$ cat src/rtl/ui_debounce.sv
// rtl/ui_debounce.sv - per-channel 2-flop synchroniser and stable-time debounce with edge pulses
module ui_debounce #(
    parameter int unsigned  WIDTH        = 8,
    parameter logic [23:0]  STABLE_COUNT = 24'd500_000
) (
    input  logic             clk,
    input  logic             rst,
    input  logic [WIDTH-1:0] din,
    output logic [WIDTH-1:0] dout,
    output logic [WIDTH-1:0] rise,
    output logic [WIDTH-1:0] fall,
    output logic             changed
);

    // Counter only ever reaches STABLE_COUNT-1 before being cleared, so clog2 bits suffice.
    localparam int unsigned CNT_W = $clog2(STABLE_COUNT);
    localparam logic [CNT_W-1:0] TERM = CNT_W'(STABLE_COUNT - 24'd1);

    logic [WIDTH-1:0] sync1;
    logic [WIDTH-1:0] sync2;
    logic [CNT_W-1:0] cnt     [WIDTH];
    logic [CNT_W-1:0] cnt_nxt [WIDTH];
    logic [WIDTH-1:0] dout_nxt;
    logic [WIDTH-1:0] rise_nxt;
    logic [WIDTH-1:0] fall_nxt;

    // Per-channel debounce decision: clear on agreement, count on disagreement, commit at terminal count.
    always_comb begin
        dout_nxt = dout;
        rise_nxt = '0;
        fall_nxt = '0;
        for (int i = 0; i < WIDTH; i++) begin
            cnt_nxt[i] = '0;
        end
        for (int i = 0; i < WIDTH; i++) begin
            if (sync2[i] != dout[i]) begin
                if (cnt[i] == TERM) begin
                    dout_nxt[i] = sync2[i];
                    rise_nxt[i] = sync2[i];
                    fall_nxt[i] = ~sync2[i];
                end else begin
                    cnt_nxt[i] = cnt[i] + CNT_W'(1);
                end
            end
        end
    end

    // All state registered here so every output comes straight from a flop.
    always_ff @(posedge clk) begin
        if (rst) begin
            sync1   <= '0;
            sync2   <= '0;
            dout    <= '0;
            rise    <= '0;
            fall    <= '0;
            changed <= 1'b0;
            for (int i = 0; i < WIDTH; i++) begin
                cnt[i] <= '0;
            end
        end else begin
            sync1   <= din;
            sync2   <= sync1;
            dout    <= dout_nxt;
            rise    <= rise_nxt;
            fall    <= fall_nxt;
            changed <= |(rise_nxt | fall_nxt);
            for (int i = 0; i < WIDTH; i++) begin
                cnt[i] <= cnt_nxt[i];
            end
        end
    end

endmodule
$ cat config.mk
export PLATFORM = sky130hd
export DESIGN_NAME = ui_debounce
export DESIGN_NICKNAME = d
export VERILOG_FILES = /design/src/rtl/ui_debounce.sv
export SDC_FILE = /design/constraint.sdc
export NUM_CORES = 1
export LEC_CHECK = 0
export CORE_MARGIN = 2
export CORE_UTILIZATION = 28
export DETAILED_ROUTE_END_ITERATION = 12
export GPL_TIMING_DRIVEN = 0
export SLEW_MARGIN = 25
export SYNTH_ARGS = -nofsm -noshare
export SYNTH_HDL_FRONTEND = slang
export SYNTH_SLANG_ARGS = --single-unit
$ cat constraint.sdc
create_clock -name clk -period 2.46 [get_ports clk]
set_input_delay 0.246 -clock clk [delete_from_list [all_inputs] [get_ports clk]]
set_output_delay 0.246 -clock clk [all_outputs]
set_load 0.005 [all_outputs]
* Word-level counts from Yosys, hierarchy flattened
Memories as Yosys holds them, arrays and structs flattened. Index checks and enable logic that the tools add are counted. Widths: inputs -> output; s select.
Storage, ports and cells: RAM bits 152, output and inout port bits 25, register bits 41, memories 1
Memories:
- cnt | words 8, width 19, rd ports 8, clocked after memory_dff 0, write ports 8, RTL line 21 | logic [CNT_W-1:0] cnt [WIDTH];
Cells by class: muxes and demuxes 59, equality and inequality tests 16, $add $sub $neg 8, bitwise logic cells 17, reduce and logical (&&, ||, !) cells 9
Operators with widths (number):
- $mux 19 | 24
- $add 19x1->19 const B | 8
- $eq 19x19->1 const B | 8
- $mux 1 | 35
- $reduce_and 2->1 | 8
- $ne 1x1->1 | 8
- $not 1->1 | 8
- $or 1x1->1 | 8
- $or 8x8->8 | 1
- $reduce_or 8->1 | 1

* Longest topological paths before layout
depth in word-level cells 5, gate-level depth with buffers 7, depth with buffers taken out 5

* Worst setup path after synthesis
No wires, ideal clock.
kind register to register, start point memory cnt[0][10] (netlist name), end point memory cnt[0][10] (netlist name), cell stages (with the launch flop) 6, arrival time 1836 ps, setup time 115 ps, setup slack 510 ps, data required time 2345 ps, clock period less this slack 1950 ps, cell sequence dfxtp_1 -> or4b_1 -> or4_4 -> o21ai_4 -> buf_6 -> nor2_1
RTL lines (RTL line):
- start, declared | 21

==> results.cfg <==
[clocking]
cts.reportedPaths.clkPinSlew_ps = 70
clk_latency_ps = 440
root_buffer = clkbuf_16
cts_tree = done
cts_buffers = 17
h-tree-depth = 4
clock_path_buffers = 2
cts_setup_buffers = 0
clock_sinks = 193

[finish]
syn_to_final_growth_pct = 17.4
diodes = 0
nets = 983
utilization = 0.335
fill_cells = 2908
final_cell_mix = dfxtp_1 (193), nor2_1 (117), nand3_1 (54), a21oi_1 (52), xnor2_1 (51)
final_cell_count_no_fill = 1362
layout_commonest_cell = dfxtp_1
layout-drive-gt1-share = 0.0573

[detailed_routing]
viasPerCell = 4.78
postRouteAntennaNets = 0
first_iter_violations = 304
drc = 0
routed_wl_mm = 16.9
firstDrtPassIters = 5
num_vias = 6504
wl_per_cell_um = 12.4

[floorplan]
initial_core_util = 0.285
fp.dieW_um = 175
core_mm2 = 0.0288
die_h_um = 175
die_area_mm2 = 0.0307
io_pins = 35
fp-row-count = 62

[setup_path]
worstReg2RegStart = cnt[0][19]
rrSetupSlack_ps = 260
cp.required_ps = 2780
setup.worst_path.start = cnt[0][19]
reg2reg_depth = 6
path_max_fanout = 10
reg2reg_to = cnt[0][32]
start_kind = register
crit_type = reg2reg
cp_data_arrival_time_ps = 2520
crit_end = cnt[0][32]
endpoint_kind = register

[yosys]
yosysTopAreaCell = dfxtp_1
syn-cell-area_mm2 = 0.00820
synth-async-reset-ratio = 0
avgSynthCellArea_um2 = 8.99
synth_top_area_frac = 0.471
synth_flop_cell = dfxtp_1
post_synth_main_area_contributors = dfxtp_1 (47%), xnor2_1 (5.4%), nor2_1 (5.4%)
synthesis.nets = 930
netlist_instances = 912
yosysUniqueCellTypes = 44
yosysSeqAreaShare = 0.471
synth-seq-cells = 193
synth_edf_count = 0
yosys_warnings = 0

[run]
max-cap-violations = 0

[timing]
worst_clock_skew_ps = 9.53
maxSlewViolCount = 0
period_minus_slack_ps = 2200
worst_pin_slew_ps = 758
rsz0062_at_grt = false
final_hold_viol_count = 0
relSlewSlack = 0.490
setup_viol = 0
fin_crit_sh = 0.894
holdWs_ps = 356
fmax_mhz = 455

[global_routing]
grt_pass1_wl_mm = 28.8
grt_max_degree = 20
grt_pass1_vias = 5968
grt_remaining_overflow = 0
grt_use_total = 0.114
antenna_found_initial = 0

[place]
dp_cells = 1330
hpwl_mm = 11.8
gp_congestion = 0.773
port-buffer-count = 34

[run_status]
outcome = completed

[power_and_ir_drop]
leakagePower_nw = 2.84
p_per_area_mw_per_mm2 = 625
ir_drop_mv = 0.539

[hold_path]
hold_path_class = in2reg
-- cell usage after synthesis, drive strengths merged (18+ instances only) --
cell type / n
nand2: 45
xnor2: 51
a21oi: 52
nor2: 117
or3: 33
or4: 21
nor4b: 22
o21ai: 41
xor2: 49
nand4: 36
nand3: 54
nor4: 18
and3: 26
nor2b: 18
inv: 25
dfxtp: 193
-- metal layers --
layer | vias to the layer above | part of all wire | GRT usage
li1 | 3378 | - | -
met1 | 3012 | 0.51 | 0.162
met2 | 99 | 0.43 | 0.168
met3 | 15 | 0.053 | 0.0313
met4 | 0 | 0.012 | 0.0323
met5 | - | 0 | 0
-- sequential cells by signal, summed over array words and instances, names as in the netlist --
register  cells
sync2         8
sync1         8
cnt         152
rise          8
dout          8
fall          8
changed       1
-- critical path, cell delays in order, from the launching register on --
cell     delay [ps]
dfxtp_1         380
ha_1            220
nand3_1         220
or3_1           490
o21ai_2         390
buf_2           310
nor2_1           70
-- worst min-delay path by stage --
| stage | start | to | slack (ps) | depth (start not counted) |
|---|---|---|---|---|
| finish | din[7] | sync1[7] | 360 | 2 |
| global route | din[0] | sync1[0] | 340 | 2 |
| CTS | din[7] | sync1[7] | 330 | 2 |
| detailed placement | sync1[5] | sync2[5] | 430 | 1 |
| global placement | sync1[6] | sync2[6] | 420 | 1 |
| floorplan | din[0] | sync1[0] | 370 | 1 |
-- cell families (layout without fill, tap and decap cells) --
kind of cell,count (synthesis),after routing,share of synthesized area
and+or+nand+nor,447,447,0.304
DFF,193,193,0.471
AOI/OAI and AO/OA,117,117,0.0825
xor gates and xnor gates,100,100,0.107
buffers and inverters,47,113,0.0236
adders and majority gates,8,8,0.0122
-- power breakdown --
part | switching, mW | total (mW) | internal [mW]
clock | 1.33 | 2.78 | 1.45
combinational | 0.0535 | 0.0859 | 0.0324
sequential | 0.0106 | 3.15 | 3.14
total | 1.40 | 6.02 | 4.62
-- area by class of cell --
type	instances	area [um2]	share of cell area
Timing Repair Buffer	34	340	0.0353
Multi-Input combinational cell	672	4160	0.432
Inverter	25	93.8	0.00974
Buffer	22	101	0.0105
Tap cell	384	480	0.0499
Clock inverter	15	164	0.0170
Clock buffer	17	425	0.0442
Sequential cell	193	3860	0.401
-- per-stage QoR --
| step | power, mW | setup WS (ps) | setup TNS (ps) | instance area, um2 |
|---|---|---|---|---|
| 2_1_floorplan | 3.26 | 510 | 0 | 8200 |
| 3_3_place_gp | 3.31 | -191 | -7210 | 9020 |
| 3_5_place_dp | 3.31 | -248 | -8250 | 9020 |
| 4_1_cts | 6.11 | 44.0 | 0 | 9620 |
| 5_1_grt | 6.23 | 27.0 | 0 | 9630 |
| 6_report | 6.02 | 260 | 0 | 9630 |
-- timing repair --
item                                    CTS  global route
gates resized for setup                   1             6
hold buffers                              0             0
endpoints found under the setup margin   10            50
gates cloned                              0             0
pin swaps                                 0             0
Note: power is estimated with default switching activity, not from simulation.
